`config.mk`:
```
export PLATFORM = sky130hd
export DESIGN_NAME = vram_arbiter
export DESIGN_NICKNAME = d
export VERILOG_FILES = /design/src/rtl/vram_arb_pkg.sv /design/src/rtl/vram_arbiter.sv
export SDC_FILE = /design/constraint.sdc
export NUM_CORES = 1
export LEC_CHECK = 0
export ABC_AREA = 1
export BUFFER_PORTS_ARGS = -buffer_cell sky130_fd_sc_hd__buf_2
export CORE_MARGIN = 3
export CORE_UTILIZATION = 33
export DETAILED_ROUTE_END_ITERATION = 7
export GPL_TIMING_DRIVEN = 0
export SLEW_MARGIN = 20
export SYNTH_ARGS = -nofsm -noshare
export SYNTH_HDL_FRONTEND = slang
export SYNTH_SLANG_ARGS = --single-unit
```
`constraint.sdc`:
```
create_clock -name pixel_clock -period 2.45 [get_ports pixel_clock]
set_input_delay 0.245 -clock pixel_clock [delete_from_list [all_inputs] [get_ports pixel_clock]]
set_output_delay 0.245 -clock pixel_clock [all_outputs]
set_load 0.03 [all_outputs]
```
`src/rtl/vram_arb_pkg.sv`:
```
// vram_arbiter shared types.
// CPU handshake states, RAM slot tags and defaults.
package vram_arb_pkg;

  typedef enum logic [2:0] {
    ST_IDLE,
    ST_PEND,
    ST_BUSY,
    ST_ACK,
    ST_RELEASE
  } cpu_st_e;

  typedef enum logic [1:0] {
    TAG_NONE,
    TAG_VIDEO,
    TAG_CPU_RD,
    TAG_CPU_WR
  } slot_tag_e;

  localparam int unsigned MAX_WAIT_DEF = 16;
  localparam int unsigned WAIT_W       = 8;

  function automatic logic tag_is_cpu(
    input slot_tag_e t
  );
    return (t == TAG_CPU_RD) ||
           (t == TAG_CPU_WR);
  endfunction

endpackage

```
`src/rtl/vram_arbiter.sv`:
```
// VRAM arbiter: video fetch vs. Z80 bus.
// Fixed 3-cycle slot pipeline, forced CPU slot on starvation.
module vram_arbiter
  import vram_arb_pkg::*;
#(
  parameter int unsigned ADDR_W     = 15,
  parameter int unsigned CPU_ADDR_W = 11,
  parameter int unsigned BANK_W     = 4,
  parameter int unsigned MAX_WAIT   = MAX_WAIT_DEF
) (
  input  logic                  pixel_clock,
  input  logic                  reset,
  input  logic                  vid_req,
  input  logic [ADDR_W-1:0]     vid_addr,
  output logic [7:0]            vid_data,
  output logic                  vid_valid,
  output logic                  vid_miss,
  input  logic                  cpu_req,
  input  logic                  cpu_we,
  input  logic [CPU_ADDR_W-1:0] cpu_addr,
  input  logic [7:0]            cpu_wdata,
  output logic [7:0]            cpu_rdata,
  output logic                  cpu_ack,
  output logic                  cpu_wait,
  input  logic                  bank_we,
  input  logic [BANK_W-1:0]     bank_data,
  output logic [BANK_W-1:0]     bank,
  output logic [ADDR_W-1:0]     ram_addr,
  output logic                  ram_we,
  output logic [7:0]            ram_wdata,
  input  logic [7:0]            ram_rdata
);

  localparam logic [WAIT_W-1:0] WAIT_LIM =
    WAIT_W'(MAX_WAIT);

  cpu_st_e            st_q, st_d;
  slot_tag_e          tag0_q, tag0_d;
  slot_tag_e          tag1_q, tag1_d;
  logic [WAIT_W-1:0]  wait_q, wait_d;
  logic [BANK_W-1:0]  bank_q, bank_d;

  logic [ADDR_W-1:0]  lat_addr_q, lat_addr_d;
  logic               lat_we_q, lat_we_d;
  logic [7:0]         lat_wdata_q, lat_wdata_d;

  logic [ADDR_W-1:0]  ram_addr_q, ram_addr_d;
  logic               ram_we_q, ram_we_d;
  logic [7:0]         ram_wdata_q, ram_wdata_d;

  logic [7:0]         vid_data_q, vid_data_d;
  logic               vid_valid_q, vid_valid_d;
  logic [7:0]         cpu_rdata_q, cpu_rdata_d;
  logic               cpu_ack_q, cpu_ack_d;

  logic               cpu_cand;
  logic               forced;
  logic               grant_cpu;
  logic               grant_vid;
  logic [ADDR_W-1:0]  acc_addr;
  logic               acc_we;
  logic [7:0]         acc_wdata;

  // Slot decision: CPU yields to video unless starved.
  always_comb begin
    cpu_cand  = (st_q == ST_PEND) |
                ((st_q == ST_IDLE) & cpu_req);
    forced    = (wait_q == WAIT_LIM);
    grant_cpu = cpu_cand & (~vid_req | forced);
    grant_vid = vid_req & ~grant_cpu;
  end

  // A fresh request is issued straight from the bus.
  always_comb begin
    if (st_q == ST_IDLE) begin
      acc_addr  = {bank_q, cpu_addr};
      acc_we    = cpu_we;
      acc_wdata = cpu_wdata;
    end else begin
      acc_addr  = lat_addr_q;
      acc_we    = lat_we_q;
      acc_wdata = lat_wdata_q;
    end
  end

  always_comb begin
    ram_addr_d  = ram_addr_q;
    ram_we_d    = 1'b0;
    ram_wdata_d = ram_wdata_q;
    tag0_d      = TAG_NONE;
    unique case (1'b1)
      grant_cpu: begin
        ram_addr_d  = acc_addr;
        ram_we_d    = acc_we;
        ram_wdata_d = acc_wdata;
        tag0_d      = acc_we ? TAG_CPU_WR
                             : TAG_CPU_RD;
      end
      grant_vid: begin
        ram_addr_d = vid_addr;
        tag0_d     = TAG_VIDEO;
      end
      default: ;
    endcase
  end

  always_comb begin
    tag1_d      = tag0_q;
    vid_valid_d = (tag1_q == TAG_VIDEO);
    vid_data_d  = vid_valid_d ? ram_rdata
                              : vid_data_q;
    cpu_ack_d   = tag_is_cpu(tag1_q);
    cpu_rdata_d = (tag1_q == TAG_CPU_RD)
                  ? ram_rdata : cpu_rdata_q;
    bank_d      = bank_we ? bank_data : bank_q;
  end

  always_comb begin
    st_d        = st_q;
    lat_addr_d  = lat_addr_q;
    lat_we_d    = lat_we_q;
    lat_wdata_d = lat_wdata_q;
    unique case (st_q)
      ST_IDLE: begin
        if (cpu_req) begin
          lat_addr_d  = acc_addr;
          lat_we_d    = acc_we;
          lat_wdata_d = acc_wdata;
          st_d = grant_cpu ? ST_BUSY : ST_PEND;
        end
      end
      ST_PEND: begin
        if (grant_cpu) st_d = ST_BUSY;
      end
      ST_BUSY: begin
        if (tag_is_cpu(tag1_q)) st_d = ST_ACK;
      end
      ST_ACK: st_d = ST_RELEASE;
      ST_RELEASE: begin
        if (!cpu_req) st_d = ST_IDLE;
      end
      default: st_d = ST_IDLE;
    endcase
  end

  // Counts lost slots; saturates at the limit.
  always_comb begin
    wait_d = wait_q;
    if (grant_cpu || !cpu_cand) begin
      wait_d = '0;
    end else if (!forced) begin
      wait_d = wait_q + 1'b1;
    end
  end

  always_ff @(posedge pixel_clock) begin
    if (!reset) begin
      st_q        <= ST_IDLE;
      tag0_q      <= TAG_NONE;
      tag1_q      <= TAG_NONE;
      wait_q      <= '0;
      bank_q      <= '0;
      lat_addr_q  <= '0;
      lat_we_q    <= 1'b0;
      lat_wdata_q <= '0;
      ram_addr_q  <= '0;
      ram_we_q    <= 1'b0;
      ram_wdata_q <= '0;
      vid_data_q  <= '0;
      vid_valid_q <= 1'b0;
      cpu_rdata_q <= '0;
      cpu_ack_q   <= 1'b0;
    end else begin
      st_q        <= st_d;
      tag0_q      <= tag0_d;
      tag1_q      <= tag1_d;
      wait_q      <= wait_d;
      bank_q      <= bank_d;
      lat_addr_q  <= lat_addr_d;
      lat_we_q    <= lat_we_d;
      lat_wdata_q <= lat_wdata_d;
      ram_addr_q  <= ram_addr_d;
      ram_we_q    <= ram_we_d;
      ram_wdata_q <= ram_wdata_d;
      vid_data_q  <= vid_data_d;
      vid_valid_q <= vid_valid_d;
      cpu_rdata_q <= cpu_rdata_d;
      cpu_ack_q   <= cpu_ack_d;
    end
  end

  assign vid_data  = vid_data_q;
  assign vid_valid = vid_valid_q;
  assign vid_miss  = grant_cpu & vid_req;
  assign cpu_rdata = cpu_rdata_q;
  assign cpu_ack   = cpu_ack_q;
  assign cpu_wait  = cpu_req &
                     (st_q != ST_ACK) &
                     (st_q != ST_RELEASE);
  assign bank      = bank_q;
  assign ram_addr  = ram_addr_q;
  assign ram_we    = ram_we_q;
  assign ram_wdata = ram_wdata_q;

endmodule

```
# Word-level counts from Yosys, hierarchy flattened
# Index checks and enable logic that the tools add are counted.
[classes] n_shift=0 reduce_logical=9 div=0 n_mux=12 mul=0 eq_ne=14 n_addsub=1 order_cmp=0 n_bitwise=11
[ops] cell="case mux 15 bit (2 select lines)" n=1
[ops] cell="2-to-1 mux 15 bit" n=1
[ops] cell="case mux 3 bit (5 select lines)" n=1
[ops] cell="2-to-1 mux 3 bit" n=4
[ops] cell="adder 8 x 1 -> 8 bit, second input constant" n=1
[ops] cell="equality test 8 x 5 -> 1 bit, second input constant" n=1
[ops] cell="2-to-1 mux 8 bit" n=1
[ops] cell="!= test 2 bit, second input constant" n=4
[ops] cell="bitwise AND 1 bit" n=6
[ops] cell="equality test 3 x 2 -> 1 bit, second input constant" n=2
[ops] cell="equality test 2 bit, second input constant" n=2
[ops] cell="case mux 2 bit (2 select lines)" n=1
[ops] cell="AND reduction 2 bit" n=2
[ops] cell="AND reduction 4 bit" n=1
[ops] cell="equality test 3 x 1 -> 1 bit, second input constant" n=1
[ops] cell="equality test 3 bit, second input constant" n=1
[ops] cell="logical NOT 3 bit" n=1
[ops] cell="!= test 3 x 2 -> 1 bit, second input constant" n=1
[ops] cell="!= test 3 bit, second input constant" n=1
[ops] cell="NOT 1 bit" n=3
[ops] cell="equality test 2 x 1 -> 1 bit, second input constant" n=1
[ops] cell="logical OR 1 bit" n=2
[ops] cell="2-to-1 mux 1 bit" n=2
[ops] cell="2-to-1 mux 2 bit" n=1
[ops] cell="other kinds (4)" n=5
[word_totals] mem_bits_rw=0 in_bits=52 out_inout_bits=48 reg_bits=85 mem_bits_ro=0 elab_cells=62 latchBits=0 memories=0

# Depth between registers and ports, before layout
# Gate-level depths: netlist of run 1.
[depth] word_depth=7 ltp_mapped=11 mapped_depth_nobuf=11

# Least setup slack after synthesis of run 1
# OpenSTA, ideal clock, no wires.
[synth_path] path_type="reg-to-output" startpoint="register wait_q[0]" endpoint="output vid_miss" path_buffers=0 setup_slack_ns=0.868 arrival_ns=1.337 path_stages_with_launch=11 required_time_ns=2.205 path_cell_list="dfxtp_1 -> inv_1 -> ha_1 -> nand2_1 -> nor2_1 -> nand2_2 -> nand2_1 -> nand2_2 -> inv_1 -> nand2_1 -> inv_1"
[synth_between] elab_chain_len=4
[synth_lines] item="start: declaration" line="vram_arbiter.sv:40" text="logic [WAIT_W-1:0] wait_q, wait_d;"
[synth_lines] item="start signal: assignment" line="vram_arbiter.sv:177" text="wait_q <= wait_d;"
[synth_lines] item="equality test 8 x 5 -> 1 bit" line="vram_arbiter.sv:68" text="forced = (wait_q == WAIT_LIM);"
[synth_lines] item="bitwise OR 1 bit" line="vram_arbiter.sv:69" text="grant_cpu = cpu_cand & (~vid_req | forced);"
[synth_lines] item="bitwise AND 1 bit" line="vram_arbiter.sv:69"
[synth_lines] item="bitwise AND 1 bit" line="vram_arbiter.sv:194" text="assign vid_miss = grant_cpu & vid_req;"
[synth_lines] item="end: declaration" line="vram_arbiter.sv:17" text="output logic vid_miss,"
# Every way passes these cells.

# Worst setup path after layout of run 1
# Same ends and word-level chain as after synthesis.

==> results of run 1 <==
critical path, cell delays in order (launching register included):
cell     delay [ns]
dfxtp_1        0.35
inv_1          0.06
ha_1           0.15
nand2_1        0.06
nor2_1         0.12
nand2_2        0.10
nand2_1        0.14
nand2_2        0.16
inv_1          0.11
nand2_1        0.05
inv_1          0.04
buf_2          0.18
cells in the final DEF, fill, tap and decap left out, types with 2 or more instances in the layout:
master / n
nor3_1: 2
clkbuf_8: 10
buf_4: 3
inv_6: 3
inv_2: 3
nand3_1: 35
xor2_1: 2
o21bai_1: 2
nor2_1: 68
nand2_2: 3
buf_2: 104
clkbuf_1: 8
nand2_1: 89
o21ai_4: 2
or2_2: 8
ha_1: 2
buf_6: 4
a21oi_1: 34
o21ai_0: 76
nand4_1: 2
dfxtp_1: 85
inv_1: 65
through the flow:
step / instances / setup WS [ns] / power, mW
final: 760 / 0.309 / 4.58
after global routing: 760 / 0.0359 / 4.92
after CTS: 760 / 0.264 / 4.63
after detailed placement: 744 / 0.671 / 3.59
after global placement: 744 / 0.689 / 3.55
after floorplan: 510 / 0.868 / 3.07
sequential cells by signal, indices dropped and copies added, names as in the netlist, 3 cells and up:
name	cells
ram_wdata	8
st_q	3
ram_addr	15
bank	4
vid_data	8
wait_q	8
lat_addr_q	15
lat_wdata_q	8
cpu_rdata	8
final cells by class:
| cell class | instances | area, µm² | area share, % |
|---|---|---|---|
| sequential | 85 | 1700 | 37.4 |
| multi-input combinational | 334 | 1580 | 34.8 |
| timing repair buffer | 98 | 490 | 10.8 |
| inverter | 70 | 265 | 5.84 |
| tap | 136 | 170 | 3.74 |
| clock buffer | 10 | 138 | 3.03 |
| buffer | 21 | 128 | 2.81 |
| clock inverter | 6 | 68.8 | 1.51 |
cells by family after synthesis:
family	count (synthesis)	share of synthesized area (%)
simple gates	212	24.4
compound gates	118	17.5
buf+inv	91	10.7
flops	85	46.3
xor+xnor	2	0.476
fa+ha+maj	2	0.680
how the worst min path moves through the flow:
stage	start	to	slack, ns	cells after the start
final	bank_data[0]	bank[0]	0.11	3
after global routing	ram_rdata[0]	cpu_rdata[0]	0.12	3
after detailed placement	tag0_q[1]	tag1_q[1]	0.40	2
after global placement	tag0_q[1]	tag1_q[1]	0.40	2
after CTS	bank_data[0]	bank[0]	0.09	3
after floorplan	cpu_req	lat_addr_q[0]	0.34	1
per-layer routing:
| metal | GRT usage (%) | part of all wire, % | up-vias |
|---|---|---|---|
| li1 | - | - | 1833 |
| met2 | 26.2 | 45 | 120 |
| met1 | 21.2 | 46 | 1627 |
| met5 | 0 | 0 | - |
| met3 | 5.43 | 7.8 | 13 |
| met4 | 5.27 | 1.5 | 0 |
power breakdown:
group          internal (mW)  switching (mW)  total (mW)
Sequential              1.64           0.128        1.77
Clock                  0.508           0.527        1.03
Combinational          0.581            1.20        1.78
Total                   2.73            1.86        4.58
==> results.yml, run 1 <==
finish:
  syn_to_final_growth_pct: 23.6
  fin_nets: 673
  drive_above_1_share_pct: 23.9
  diodes: 0
  finish.utilization_pct: 42.9
  nFillCells: 1145
  fin_area_um2: 4550
critical_path:
  cp-endpoint: "vid_miss"
  required_ns: 2.20
  r2r_cells: 10
  critPathMaxFanout: 10
  cp-start-kind: "flip-flop"
  cp-end-kind: "output port"
  r2r-start: "wait_q[0]"
  startpoint: "wait_q[0]"
  rrSetupSlack_ns: 0.73
  crit_arrival_ns: 1.90
  r2r_end: "ram_addr[10]"
  critPathKind: "reg2out"
placement:
  post_dp_cell_area_um2: 4340
  dp_hpwl_um: 7720
  finalWeightedCongestion: 0.773
  io_buffers: 98
drt:
  wl_per_cell_um: 13.5
  final_antenna_net_count: 0
  drc_errors: 0
  drt_iter0_markers: 186
  viasPerCell: 4.73
  drt_wl_total_um: 10300
  drt_pass1_iterations: 4
  vias: 3593
sta:
  period_share_pct: 87.4
  setup_violations: 0
  max_slew.worst_pin.slew_ns: 0.573
  clock_skew_ns: 0.00660
  slew_headroom_pct: 61.6
  slew_violations: 0
  min_period_ns: 2.14
  fmax_mhz: 467
  tns_ns: 0
  rsz0062_at_grt: "false"
  hold_viol: 0
  timing.hold.ws_ns: 0.113
logic_synthesis:
  synthTopCellsByCount: "nand2_1 (89), dfxtp_1 (85), o21ai_0 (76), nor2_1 (68), inv_1 (65)"
  ys_types: 31
  yosysMostFrequentCell: "nand2_1"
  synth_edf_count: 0
  synth_top_area_share_pct: 46.3
  ys.flop_type: "dfxtp_1"
  synth_area_per_cell_um2: 7.21
  yosys_warnings: 0
  synth_area_leader_cell: "dfxtp_1"
  yosysSeqAreaShare_pct: 46.3
  async_flop_share_pct: 0
  syn_inst: 510
  synth_seq_cells: 85
  yosys-top-cells-area: "dfxtp_1 (46%), o21ai_0 (10%), nand2_1 (9.1%), nor2_1 (6.9%), inv_1 (6.6%)"
  synth_nets: 564
  syn-cell-area_um2: 3680
die:
  core_area_um2: 10600
  dieArea_um2: 12500
  io_pins: 100
  rows: 37
  die_h_um: 112
  die_w_um: 112
  start_util_pct: 34.7
cts:
  cts_tree: "done"
  htree_num_levels: 3
  root_buffer: "clkbuf_8"
  clockBufferDepth: 2
  clk_latency_ns: 0.36
  cts_resized: 0
  numCtsBuffers: 9
  holdBufCountCts: 0
  clkTransAtPathRegs_ns: 0.09
  post_cts_buffers: 0
  cts.sinks: 85
flow_run:
  cap_violations: 0
power_and_ir_drop:
  power.density_nw_per_um2: 1010
  p_leak_nw: 2.26
  ir_drop_mv: 0.525
global_route:
  grt_max_degree: 16
  grtUsageTotal_pct: 16.5
  grt_pass1_wl_um: 16600
  grt_overflow: 0
  grt_pass1_vias: 3434
  antenna_found_initial: 0
min_path:
  hold_path.class: "in2reg"
status:
  status: "completed"
Note: power is estimated with default switching activity, not from simulation.
==> inputs of run 2 (changes only) <==
--- a/config.mk
+++ b/config.mk
@@ -6,7 +6,7 @@
 export NUM_CORES = 1
 export LEC_CHECK = 0
 export ABC_AREA = 1
-export BUFFER_PORTS_ARGS = -buffer_cell sky130_fd_sc_hd__buf_2
+export BUFFER_PORTS_ARGS = -buffer_cell sky130_fd_sc_hd__buf_4
 export CORE_MARGIN = 3
 export CORE_UTILIZATION = 33
 export DETAILED_ROUTE_END_ITERATION = 7
==> results.yml, run 2 (synthesis gave the netlist of run 1 again) <==
sta:
  max_slew.worst_pin.slew_ns: 0.562
  slew_violations: 0
  tns_ns: 0
  setup_violations: 0
  fmax_mhz: 473
  min_period_ns: 2.11
  rsz0062_at_grt: "false"
  hold_viol: 0
  slew_headroom_pct: 62.4
  period_share_pct: 86.3
  clock_skew_ns: 0.0105
die:
  die_h_um: 112
  rows: 37
  io_pins: 100
  die_w_um: 112
  start_util_pct: 34.7
  dieArea_um2: 12500
  core_area_um2: 10600
global_route:
  met2_usage_pct: 27.5
  grtUsageTotal_pct: 16.8
  grt_pass1_vias: 3601
  grtUsageMet3_pct: 4.62
  grt.busiest_layer: "met2"
  grt_pass1_wl_um: 17200
  grt_overflow: 0
  grtUsageMet1_pct: 21.9
  grt_max_degree: 14
  antenna_found_initial: 0
power_and_ir_drop:
  ir_drop_mv: 0.386
  power.density_nw_per_um2: 992
  p_leak_nw: 2.32
cts:
  cts_resized: 0
  holdBufCountCts: 0
  clockBufferDepth: 2
  clk_latency_ns: 0.35
  post_cts_buffers: 0
  clkTransAtPathRegs_ns: 0.09
  cts.sinks: 85
  cts_tree: "done"
  numCtsBuffers: 9
  htree_num_levels: 3
  root_buffer: "clkbuf_8"
finish:
  layout_commonest_cell: "buf_4"
  fin_nets: 673
  layout_common_cells: "buf_4 (101), nand2_1 (89), dfxtp_1 (85)"
  diodes: 0
  finish.utilization_pct: 45.4
  drive_above_1_share_pct: 23.6
  syn_to_final_growth_pct: 30.7
critical_path:
  slowest_stage: "dfxtp_1"
  critPathKind: "reg2out"
  required_ns: 2.20
  worstPathCellList: "inv_1 > ha_1 > nand2_1 > nor2_1 > nand2_2 > nand2_1 > nand2_2 > inv_1 > nand2_1 > inv_1 > buf_4"
  r2r_end: "ram_addr[4]"
  cp-end-kind: "output port"
  cp-start-kind: "flip-flop"
  r2r-start: "wait_q[0]"
  r2r_cells: 11
  rrSetupSlack_ns: 0.73
  slowest_delay_ns: 0.39
  crit_arrival_ns: 1.87
  cpLargestDelayFamily: "simple AND/OR/NAND/NOR gates"
  critPathMaxFanout: 10
  worst-path-buf-inv: 4
min_path:
  hold_path.class: "in2reg"
  holdPathStages: 3
  min_to: "bank[0]"
  hold_start: "bank_data[0]"
drt:
  wl_per_cell_um: 13.6
  drc_errors: 0
  final_antenna_net_count: 0
  drt_wl_total_um: 10300
  drt_iter0_markers: 175
  drt_pass1_iterations: 5
  vias: 3609
  viasPerCell: 4.75
placement:
  finalWeightedCongestion: 0.793
  dp_hpwl_um: 7780
  io_buffers: 98
status:
  status: "completed"
flow_run:
  cap_violations: 0
-- run 2: changes by cell type in the layout (fill, tap and decap cells not counted) --
cell and change:
clkinv_2 -1, clkbuf_8 +1, inv_6 -3, clkinvlp_4 -1
buf_2 -98, buf_4 +98, bufinv_16 +1, clkbuf_1 +1
clkinv_4 +1
-- run 2: worst max-delay path by stage --
stage	cells after the start	slack, ns	from	end
2_1_floorplan	10	0.87	wait_q[0]	vid_miss
3_3_place_gp	11	0.71	wait_q[0]	vid_miss
3_5_place_dp	11	0.69	wait_q[0]	vid_miss
4_1_cts	11	0.31	wait_q[0]	vid_miss
5_1_grt	11	0.06	wait_q[0]	vid_miss
6_report	11	0.34	wait_q[0]	vid_miss
-- run 2: area by class of cell --
cell class | count | area (µm²)
clock buffers | 12 | 155
plain buffers | 21 | 128
repair buffers | 98 | 736
fillers | 1099 | 5790
well taps | 136 | 170
inverters | 70 | 265
clock inverters | 3 | 68.8
multi-input cells | 334 | 1580
flip-flops and latches | 85 | 1700
-- run 2: layer usage --
metal | share of wire, % | vias to the layer above | wire [µm]
met4 | 0.47 | 0 | 49
li1 | - | 1839 | -
met5 | 0 | - | 0
met2 | 46 | 114 | 4780
met3 | 7.3 | 4 | 750
met1 | 46 | 1652 | 4760
-- run 2: tightest hold or removal path: stages --
cell    delay (ns)
buf_4         0.08
nor2_1        0.03
nor2_1        0.08
-- run 2: report_power, final --
part | switching, mW | total, mW | internal [mW] | leakage (nW)
sequential | 0.136 | 1.77 | 1.64 | 0.699
combinational | 1.20 | 1.88 | 0.673 | 1.51
clock | 0.492 | 1.12 | 0.628 | 0.113
total | 1.83 | 4.77 | 2.94 | 2.32
-- run 2: through the flow --
stage          std cells  setup WS [ns]  cell area, µm²  power [mW]  hold WS [ns]
3_3_place_gp         744          0.709            4580        3.65         0.400
3_5_place_dp         744          0.692            4580        3.69         0.402
2_1_floorplan        510          0.868            3680        3.07         0.338
6_report             759          0.335            4810        4.77         0.118
4_1_cts              759          0.305            4810        4.82        0.0970
5_1_grt              759         0.0614            4810        5.12         0.109
==> inputs of run 3 (changes only) <==
--- a/config.mk
+++ b/config.mk
@@ -8,9 +8,10 @@
 export ABC_AREA = 1
 export BUFFER_PORTS_ARGS = -buffer_cell sky130_fd_sc_hd__buf_4
 export CORE_MARGIN = 3
-export CORE_UTILIZATION = 33
+export CORE_UTILIZATION = 45
 export DETAILED_ROUTE_END_ITERATION = 7
 export GPL_TIMING_DRIVEN = 0
+export PLACE_DENSITY_LB_ADDON = 0.15
 export SLEW_MARGIN = 20
 export SYNTH_ARGS = -nofsm -noshare
 export SYNTH_HDL_FRONTEND = slang
==> results.yml, run 3 (synthesis gave the netlist of run 1 again) <==
status:
  status: "completed"
sta:
  slew_headroom_pct: 61.5
  period_share_pct: 89.3
  tns_ns: 0
  slew_violations: 0
  min_period_ns: 2.19
  max_slew.worst_pin.slew_ns: 0.575
  fin_ws_ns: 0.263
  setup_violations: 0
  fmax_mhz: 457
  clock_skew_ns: 0.0147
  hold_viol: 0
  rsz0062_at_grt: "false"
drt:
  drt_iter0_markers: 118
  wl_per_cell_um: 13.4
  vias: 3606
  drt_wl_total_um: 9750
  final_antenna_net_count: 0
  viasPerCell: 4.97
  drt_pass1_iterations: 5
  drc_errors: 0
cts:
  cts.sinks: 85
  cts_resized: 0
  root_buffer: "clkbuf_8"
  clockBufferDepth: 2
  clkTransAtPathRegs_ns: 0.10
  cts_tree: "done"
  numCtsBuffers: 9
  htree_num_levels: 3
  clk_latency_ns: 0.36
  holdBufCountCts: 0
  post_cts_buffers: 0
flow_run:
  cap_violations: 0
global_route:
  antenna_found_initial: 0
  grt_pass1_wl_um: 15400
  grt_pass1_vias: 3289
  grtUsageTotal_pct: 21.5
  grt_max_degree: 16
  grt_overflow: 0
critical_path:
  cp-start-kind: "flip-flop"
  critPathMaxFanout: 10
  slowest_stage: "dfxtp_1"
  worst-path-buf-inv: 4
  slowest_delay_ns: 0.41
  crit_arrival_ns: 1.94
  cp-end-kind: "output port"
  worstPathCellList: "inv_1 > ha_1 > nand2_1 > nor2_1 > nand2_2 > nand2_1 > nand2_2 > inv_1 > nand2_1 > inv_1 > buf_4"
  required_ns: 2.20
  cpLargestDelayFamily: "simple AND/OR/NAND/NOR gates"
  critPathKind: "reg2out"
placement:
  finalWeightedCongestion: 0.843
  io_buffers: 98
  post_dp_cell_area_um2: 4540
  dp_cells: 710
  place_ws_ns: 0.661
  dp_hpwl_um: 7080
die:
  die_h_um: 96.4
  die_w_um: 96.4
  dieArea_um2: 9290
  core_area_um2: 7850
  rows: 32
  start_util_pct: 46.9
  io_pins: 100
power_and_ir_drop:
  power_mw: 4.65
  p_leak_nw: 2.30
  power.density_nw_per_um2: 982
  ir_drop_mv: 0.480
finish:
  fin_cells: 726
  layout_commonest_cell: "buf_4"
  syn_to_final_growth_pct: 28.9
  fin_area_um2: 4740
  layout_common_cells: "buf_4 (101), nand2_1 (89), dfxtp_1 (85)"
  drive_above_1_share_pct: 23.7
  fin_nets: 673
  diodes: 0
  nFillCells: 786
min_path:
  hold_path.class: "in2reg"
## run 3: path summary, 6_finish.rpt
check / to / cells past startpoint / startpoint / slack, ns
worst max-delay path: vid_miss / 11 / wait_q[0] / 0.26
worst min-delay path: bank[1] / 3 / bank_data[1] / 0.10
worst max register to register: ram_addr[3] / 10 / wait_q[0] / 0.72
worst min register to register: tag1_q[1] / 2 / tag0_q[1] / 0.43
## run 3: per-stage QoR
step           hold WS, ns  util, %
2_1_floorplan        0.338        -
3_3_place_gp         0.396     57.9
3_5_place_dp         0.407     57.9
4_1_cts             0.0950     60.4
5_1_grt              0.106     60.4
6_report             0.104     60.4
## run 3: cell type report
| cell class | count | area, µm² | area share, % |
|---|---|---|---|
| clock inverter | 6 | 71.3 | 1.50 |
| multi-input combinational | 334 | 1580 | 33.4 |
| buffer | 21 | 128 | 2.69 |
| sequential | 85 | 1700 | 35.9 |
| tap | 102 | 128 | 2.69 |
| clock buffer | 10 | 128 | 2.69 |
| timing repair buffer | 98 | 736 | 15.5 |
| inverter | 70 | 265 | 5.60 |
## run 3: layer usage
| layer | track usage, % | vias up | wire, µm |
|---|---|---|---|
| met5 | 0 | - | 0 |
| li1 | - | 1834 | - |
| met1 | 28.1 | 1643 | 4410 |
| met4 | 8.06 | 0 | 174 |
| met3 | 4.34 | 17 | 711 |
| met2 | 35.1 | 112 | 4450 |
## run 3: power by group
group / leakage (nW) / switching (mW) / internal, mW
sequential: 0.699 / 0.137 / 1.64
clock: 0.0931 / 0.529 / 0.479
combinational: 1.51 / 1.20 / 0.673
## run 3: worst min-delay path, cell delays in order
cell and delay (ns):
buf_4 0.08, nor2_1 0.04, nor2_1 0.08
